===== src/rtl/scalar_wb_ctrl.sv =====
// scalar_wb_ctrl: scalar write-back controller (reserve dest reg, then forward in-order result)
// Ports: clk/rst (async active-high); req_valid/req_addr/req_ready decode request;
// res_valid/res_data/res_ready producer results into a 2-entry FIFO;
// rf_we/rf_addr_w reservation, rf_write_data {valid,mask,data}, rf_w_busy from the reg file;
// rd_addr_a/b -> hazard_a/b against the pending register; err_timeout sticky watchdog flag.
// Optional watchdog: define SCALAR_WB_TIMEOUT_EN.
module scalar_wb_ctrl #(
  parameter int DATA_WIDTH = 32,
  parameter int NUM_ESC_REGS = 32,
  parameter int ADDR_W = 5,
  parameter int TIMEOUT_CYCLES = 255
) (
  input  logic                  clk,
  input  logic                  rst,
  input  logic                  req_valid,
  input  logic [ADDR_W-1:0]     req_addr,
  output logic                  req_ready,
  input  logic                  res_valid,
  input  logic [DATA_WIDTH-1:0] res_data,
  output logic                  res_ready,
  output logic                  rf_we,
  output logic [ADDR_W-1:0]     rf_addr_w,
  output logic [DATA_WIDTH+1:0] rf_write_data,
  input  logic                  rf_w_busy,
  input  logic [ADDR_W-1:0]     rd_addr_a,
  input  logic [ADDR_W-1:0]     rd_addr_b,
  output logic                  hazard_a,
  output logic                  hazard_b,
  output logic                  err_timeout
);
  typedef enum logic [1:0] {IDLE, RESV, WAIT} state_t;
  if (ADDR_W < $clog2(NUM_ESC_REGS) || TIMEOUT_CYCLES < 1) begin : g_bad_params
    $error("scalar_wb_ctrl: ADDR_W too narrow or TIMEOUT_CYCLES < 1");
  end
  state_t state, state_n;
  logic [ADDR_W-1:0] pend_addr;
  logic [DATA_WIDTH-1:0] fifo [2];
  logic wr_ptr, rd_ptr;
  logic [1:0] count;
  logic push, pop, tout;
  assign res_ready = count != 2'd2;
  assign push = res_valid && res_ready;
  // data goes out only once the reg file shows the reservation as busy
  assign pop = state == WAIT && rf_w_busy && count != 2'd0;
  assign hazard_a = state != IDLE && rd_addr_a == pend_addr;
  assign hazard_b = state != IDLE && rd_addr_b == pend_addr;
`ifdef SCALAR_WB_TIMEOUT_EN
  localparam int CW = $clog2(TIMEOUT_CYCLES + 1) > 8 ? $clog2(TIMEOUT_CYCLES + 1) : 8;
  logic [CW-1:0] wd_cnt;
  logic err_q;
  assign tout = state == WAIT && !pop && wd_cnt == CW'(TIMEOUT_CYCLES);
  assign err_timeout = err_q;
  always_ff @(posedge clk or posedge rst)
    if (rst) begin
      wd_cnt <= '0;
      err_q <= 1'b0;
    end else begin
      wd_cnt <= state == RESV ? '0 : (state == WAIT && !pop && !tout) ? wd_cnt + 1'b1 : wd_cnt;
      err_q <= err_q || tout;
    end
`else
  assign tout = 1'b0;
  assign err_timeout = 1'b0;
`endif
  always_ff @(posedge clk or posedge rst)
    if (rst) begin
      state <= IDLE;
      pend_addr <= '0;
      wr_ptr <= 1'b0;
      rd_ptr <= 1'b0;
      count <= 2'd0;
    end else begin
      state <= state_n;
      if (req_valid && req_ready) pend_addr <= req_addr;
      if (push) wr_ptr <= !wr_ptr;
      if (pop) rd_ptr <= !rd_ptr;
      count <= count + {1'b0, push} - {1'b0, pop};
    end
  always_ff @(posedge clk)
    if (push) fifo[wr_ptr] <= res_data;
  always_comb begin
    state_n = state;
    req_ready = 1'b0;
    rf_we = 1'b0;
    rf_addr_w = '0;
    rf_write_data = '0;
    case (state)
      IDLE: begin
        req_ready = !rf_w_busy;
        state_n = req_valid && !rf_w_busy ? RESV : IDLE;
      end
      RESV: begin
        rf_we = 1'b1;
        rf_addr_w = pend_addr;
        state_n = WAIT;
      end
      WAIT: begin
        // a timeout writes valid without mask: releases busy, leaves the register untouched
        rf_write_data = pop ? {2'b11, fifo[rd_ptr]} : tout ? {2'b10, {DATA_WIDTH{1'b0}}} : '0;
        state_n = pop || tout ? IDLE : WAIT;
      end
      default: state_n = IDLE;
    endcase
  end
endmodule


===== config.mk =====
export PLATFORM = sky130hd
export DESIGN_NAME = scalar_wb_ctrl
export DESIGN_NICKNAME = d
export VERILOG_FILES = /design/src/rtl/scalar_wb_ctrl.sv
export SDC_FILE = /design/constraint.sdc
export NUM_CORES = 1
export LEC_CHECK = 0
export CAP_MARGIN = 20
export CORE_UTILIZATION = 40
export DETAILED_ROUTE_END_ITERATION = 12
export GPL_TIMING_DRIVEN = 0
export PLACE_DENSITY = 0.73
export SETUP_SLACK_MARGIN = 0.02
export SKIP_LAST_GASP = 1
export SYNTH_ARGS = -nofsm -noshare
export SYNTH_HDL_FRONTEND = slang
export SYNTH_SLANG_ARGS = --single-unit

===== constraint.sdc =====
create_clock -name clk -period 3.2 [get_ports clk]
set_input_delay 0.48 -clock clk [delete_from_list [all_inputs] [get_ports clk]]
set_output_delay 0.48 -clock clk [all_outputs]
set_load 0.005 [all_outputs]

# After elaboration in Yosys (flattened, before gate mapping)
# Memories as Yosys holds them, arrays and structs flattened.
# Index checks and enable logic that the tools add are counted.
dict set report totals {
  ff_bits 11
  ram_bits 64
  inputBits 52
  wordCells 36
  mem_count 1
}
dict set report classes {
  n_addsub 2
  eq_ne 5
  n_mux 10
  n_reduce_logical 13
}
# memory words width read_ports rd_clocked_by_memory_dff write_ports line
set memory_table {}
lappend memory_table {fifo 2 32 1 0 1 37} ;# logic [DATA_WIDTH-1:0] fifo [2];
# operator count
set op_table {}
lappend op_table {{34-bit two-way mux} 2}
lappend op_table {{5-bit == test} 2}
lappend op_table {{1-bit logical AND} 7}
lappend op_table {{2-bit case mux with 3 select lines} 1}
lappend op_table {{1-bit two-way mux} 5}
lappend op_table {{5-bit two-way mux} 1}
lappend op_table {{2-bit nonzero test} 2}
lappend op_table {{1-bit logical NOT} 3}
lappend op_table {{2-bit by 1-bit adder with 2-bit output} 1}
lappend op_table {{2-bit by 1-bit == test with 1-bit output, second input constant} 1}
lappend op_table {{2-bit == test, second input constant} 1}
lappend op_table {{2-bit logical NOT} 1}
lappend op_table {{2-bit two-way mux} 1}
lappend op_table {{2-bit inequality test, second input constant} 1}
lappend op_table {{2-bit by 1-bit subtractor with 2-bit output} 1}

# Depth between registers and ports, before layout
# Gate-level depths: netlist (run 1).
dict set report depth {
  depth_word 5
  ltp_mapped 10
  ltp_nobuf 8
}

# Least setup slack after synthesis (run 1)
# OpenSTA, ideal clock, no wires.
dict set report synth_timing {
  path_type {register to register}
  from {register count[1]}
  to {memory fifo[0][0], enable pin}
  setup_ps 421
  arrival_ps 1976
  path_slack_ps 803
  path_stages_with_launch 4
  cell_sequence {dfrtp_1 nand2b_1 nand2_1 nor2_1}
}
dict set report synth_between {
  elab_chain_len 4
}
# item line
set synth_lines {}
lappend synth_lines {{start: declaration} 39} ;# logic [1:0] count;
lappend synth_lines {{start signal: assignment} 77} ;# count <= count + {1'b0, push} - {1'b0, pop};
lappend synth_lines {{2-bit inequality test} 41} ;# assign res_ready = count != 2'd2;
lappend synth_lines {{named net res_ready} 20} ;# output logic res_ready,
lappend synth_lines {{1-bit logical AND} 42} ;# assign push = res_valid && res_ready;
lappend synth_lines {{1-bit two-way mux} 80} ;# if (push) fifo[wr_ptr] <= res_data;
lappend synth_lines {{1-bit two-way mux (implied by the code)} 80}
lappend synth_lines {{end: declaration} 37}
# The timed path passes the listed nets, and every way through them passes these cells.

# Final worst setup path (run 1)
dict set report layout_timing {
  from {input rf_w_busy}
  to {output rf_write_data[31]}
}
dict set report layout_between {
  elab_chain_len 4
}
# item line
set layout_lines {}
lappend layout_lines {{start: declaration} 24} ;# input logic rf_w_busy,
lappend layout_lines {{1-bit logical AND (2 in a row)} 44} ;# assign pop = state == WAIT && rf_w_busy && count != 2'd0;
lappend layout_lines {{34-bit two-way mux} 99} ;# rf_write_data = pop ? {2'b11, fifo[rd_ptr]} : tout ? {2'b10, {DATA_WIDTH{1'b0}}} : '0;
lappend layout_lines {{34-bit two-way mux} 87} ;# case (state)
lappend layout_lines {{end: declaration} 23} ;# output logic [DATA_WIDTH+1:0] rf_write_data,
# Every way passes these cells.

==> results of run 1 <==
power by group:
part	internal, mW	switching (mW)
registers	1.35	0.110
clock network	0.437	0.329
logic	0.520	0.450
path summary, 6_finish.rpt:
| path | endpoint | depth (start not counted) | startpoint | slack, ns |
|---|---|---|---|---|
| hold / removal | wr_ptr | 2 | rst | 0.42 |
| hold reg to reg | count[1] | 1 | count[1] | 0.52 |
| setup / recovery | rf_write_data[31] | 7 | rf_w_busy | 0.44 |
| max in group asynchronous | state[0] | 2 | rst | 2.49 |
| setup reg to reg | count[1] | 10 | count[1] | 1.23 |
| min in group clk | count[1] | 1 | count[1] | 0.52 |
sequential cells by signal (all words and copies together) (netlist names):
| signal | count |
|---|---|
| wr_ptr | 1 |
| fifo | 64 |
| pend_addr | 5 |
| state | 2 |
| count | 2 |
| rd_ptr | 1 |
routing by layer:
layer,GRT usage (%),wire length [um]
met5,0,0
met4,7.79,113
met3,3.84,367
met2,26.2,2790
met1,15.9,2280
cells in the mapped netlist (3+ instances only):
master	n
inv_1	4
buf_2	5
nor3_1	3
mux2i_1	32
nand2b_1	3
dfrtp_1	11
nor2_1	34
and2_1	5
buf_6	3
xnor2_1	12
mux2_2	5
edfxtp_1	64
cell families after synthesis:
| family | Yosys count |
|---|---|
| flops | 75 |
| simple gates | 51 |
| mux | 37 |
| xor+xnor | 14 |
| buf+inv | 14 |
| fa+ha+maj | 2 |
| compound gates | 2 |
| other cells | 1 |
final cells by class:
cell class	count	area, um^2	share of cell area, %
Sequential cell	75	2200	50.0
Timing Repair Buffer	96	978	22.3
Multi-Input combinational cell	107	797	18.1
Clock buffer	11	131	2.99
Tap cell	99	124	2.82
Clock inverter	5	77.6	1.77
Buffer	10	73.8	1.68
Inverter	4	15.0	0.342
through the flow:
stage               setup slack (ns)  hold slack (ns)  total power, mW  TNS, ns  cell area, um^2
finish                         0.441            0.419             3.19        0             4390
global route                   0.380            0.471             3.38        0             4390
CTS                            0.430            0.428             3.24        0             4390
detailed placement             0.451            0.505             2.47        0             4190
floorplan                      0.803            0.332             2.06        0             3070
global placement              -0.442            0.474             2.42   -14.11             4150
cells in the final DEF, fill, tap and decap left out, drive strengths merged:
| cell | instances |
|---|---|
| edfxtp | 64 |
| ha | 2 |
| clkinv | 2 |
| nor3 | 3 |
| and2 | 5 |
| bufinv | 2 |
| clkinvlp | 1 |
| nand4 | 2 |
| o21bai | 1 |
| nand2 | 1 |
| xor2 | 2 |
| buf | 11 |
| mux2 | 5 |
| nor2 | 34 |
| clkbuf | 11 |
| dfrtp | 11 |
| nor4b | 1 |
| clkdlybuf4s50 | 95 |
| o21a | 1 |
| and3 | 1 |
| mux2i | 32 |
| conb | 1 |
| xnor2 | 12 |
| nor2b | 1 |
| nand2b | 3 |
| inv | 4 |
==> results_dict.tcl, run 1 <==
set metrics [dict create \
    status "complete, no violations" \
    path_common_cell "clkdlybuf4s50_1" \
    start_util_pct 41.9 \
    holdBufCountCts 0 \
    synth-simple-area-share_pct 7.98 \
    grt.overflow.total 0 \
    synth_xor_xnor_area_share_pct 3.99 \
    groute.usage.overall_pct 14.6 \
    htree_levels 3 \
    path_cells "clkdlybuf4s50_1 -> o21a_1 -> nand2b_1 -> buf_2 -> buf_6 -> nor2_1 -> clkdlybuf4s50_1" \
    finalNetCount 357 \
    finalHoldViolations 0 \
    critPathTopFamily "buffers and inverters" \
    fmax_ghz 0.362 \
    die_w_um 89.7 \
    drtPass1Iterations 4 \
    antennaDiodeCount 0 \
    drt_iter0_drc 36 \
    critical_path_class "input pin to output pin" \
    wl_um 5550 \
    antenna_left 0 \
    slowest_stage "clkdlybuf4s50_1" \
    worst_slew_pin_slew_ns 0.773 \
    synth_top_family_by_area "multiplexers" \
    startpoint_type "input pin" \
    cts_tree "built" \
    syn_avg_cell_area_um2 15.7 \
    ios 97 \
    synthAdderAreaFrac_pct 0.814 \
    finalClockSkew_ns 0.00624 \
    clkSlewWorstSetupHoldPaths_ns 0.07 \
    cp_slowest_stage_delay_ns 0.55 \
    rsz0062_at_grt "no" \
    gp_congestion 0.656 \
    cts_max_path_buffers 2 \
    via_count 1838 \
    synth_top_area_share_pct 62.5 \
    syn_nets 250 \
    worstHoldPathType "input pin to asynchronous set/reset pin" \
    placement_rows 31 \
    synth_edf_count 64 \
    min_period_ns 2.76 \
    syn_inst 196 \
    drcViolationCount 0 \
    async_reset_ff_share_pct 14.7 \
    layout-area-overhead-vs-synth_pct 42.9 \
    crit_path_end_kind "output pin" \
    critical_path_buf_inv_count 4 \
    max_cap_viol_count 0 \
    relSlewSlack_pct 48.5 \
    grt_pass1_wl_um 8360 \
    cp.required_ns 2.72 \
    vdd_drop_max_mv 0.350 \
    leakagePower_nw 1.62 \
    final_layout_size_suffix_gt1_share_pct 10.7 \
    yosys.area.top_type "edfxtp_1" \
    ys.flop_type "edfxtp_1" \
    setup_viol 0 \
    die-area_um2 8040 \
    layoutNonFillerInstCount 407 \
    root_buffer "clkbuf_8" \
    core-area_um2 7330 \
    ys_types 23 \
    dp_cells 391 \
    dpl.hpwl_um 3790 \
    seq_area_frac_synth_pct 71.5 \
    power_density_nw_per_um2 727 \
    drv_slew 0 \
    post_cts_buffers 0 \
    port_buffers 95 \
    grt_max_degree 33 \
    antenna_found_initial 0 \
    via_per_inst 4.52 \
    clock_sinks 75 \
    synth_mux_area_share_pct 12.3 \
    cts_buffers 9 \
    cts-resized-gates 0 \
    clock_latency_ns 0.34 \
    n_fill_cell 564 \
    die_y_um 89.7 \
    fin_util_pct 59.9 \
    ys_ff_latch 75 \
    yosysWarnings 0 \
    synth_compound_area_share_pct 0.488 \
    synth_area_leaders "edfxtp_1 63%, mux2i_1 10%, dfrtp_1 9.0%" \
    cp.arrival_ns 2.28 \
    wire_per_inst_um 13.6 \
    crit_fanout 10 \
    grt_pass1_vias 1816 \
    synth_area_um2 3070 \
    finalCritPeriodShare_pct 86.2 \
]
Power figures use the tool's default switching activity.
==> run 2, diff against run 1 <==
--- a/config.mk
+++ b/config.mk
@@ -7,6 +7,7 @@
 export LEC_CHECK = 0
 export CAP_MARGIN = 20
 export CORE_UTILIZATION = 40
+export CTS_CLUSTER_DIAMETER = 60
 export DETAILED_ROUTE_END_ITERATION = 12
 export GPL_TIMING_DRIVEN = 0
 export PLACE_DENSITY = 0.73
==> results of run 2 <==
The final DEF is identical to that of run 1; final timing and power are the same.
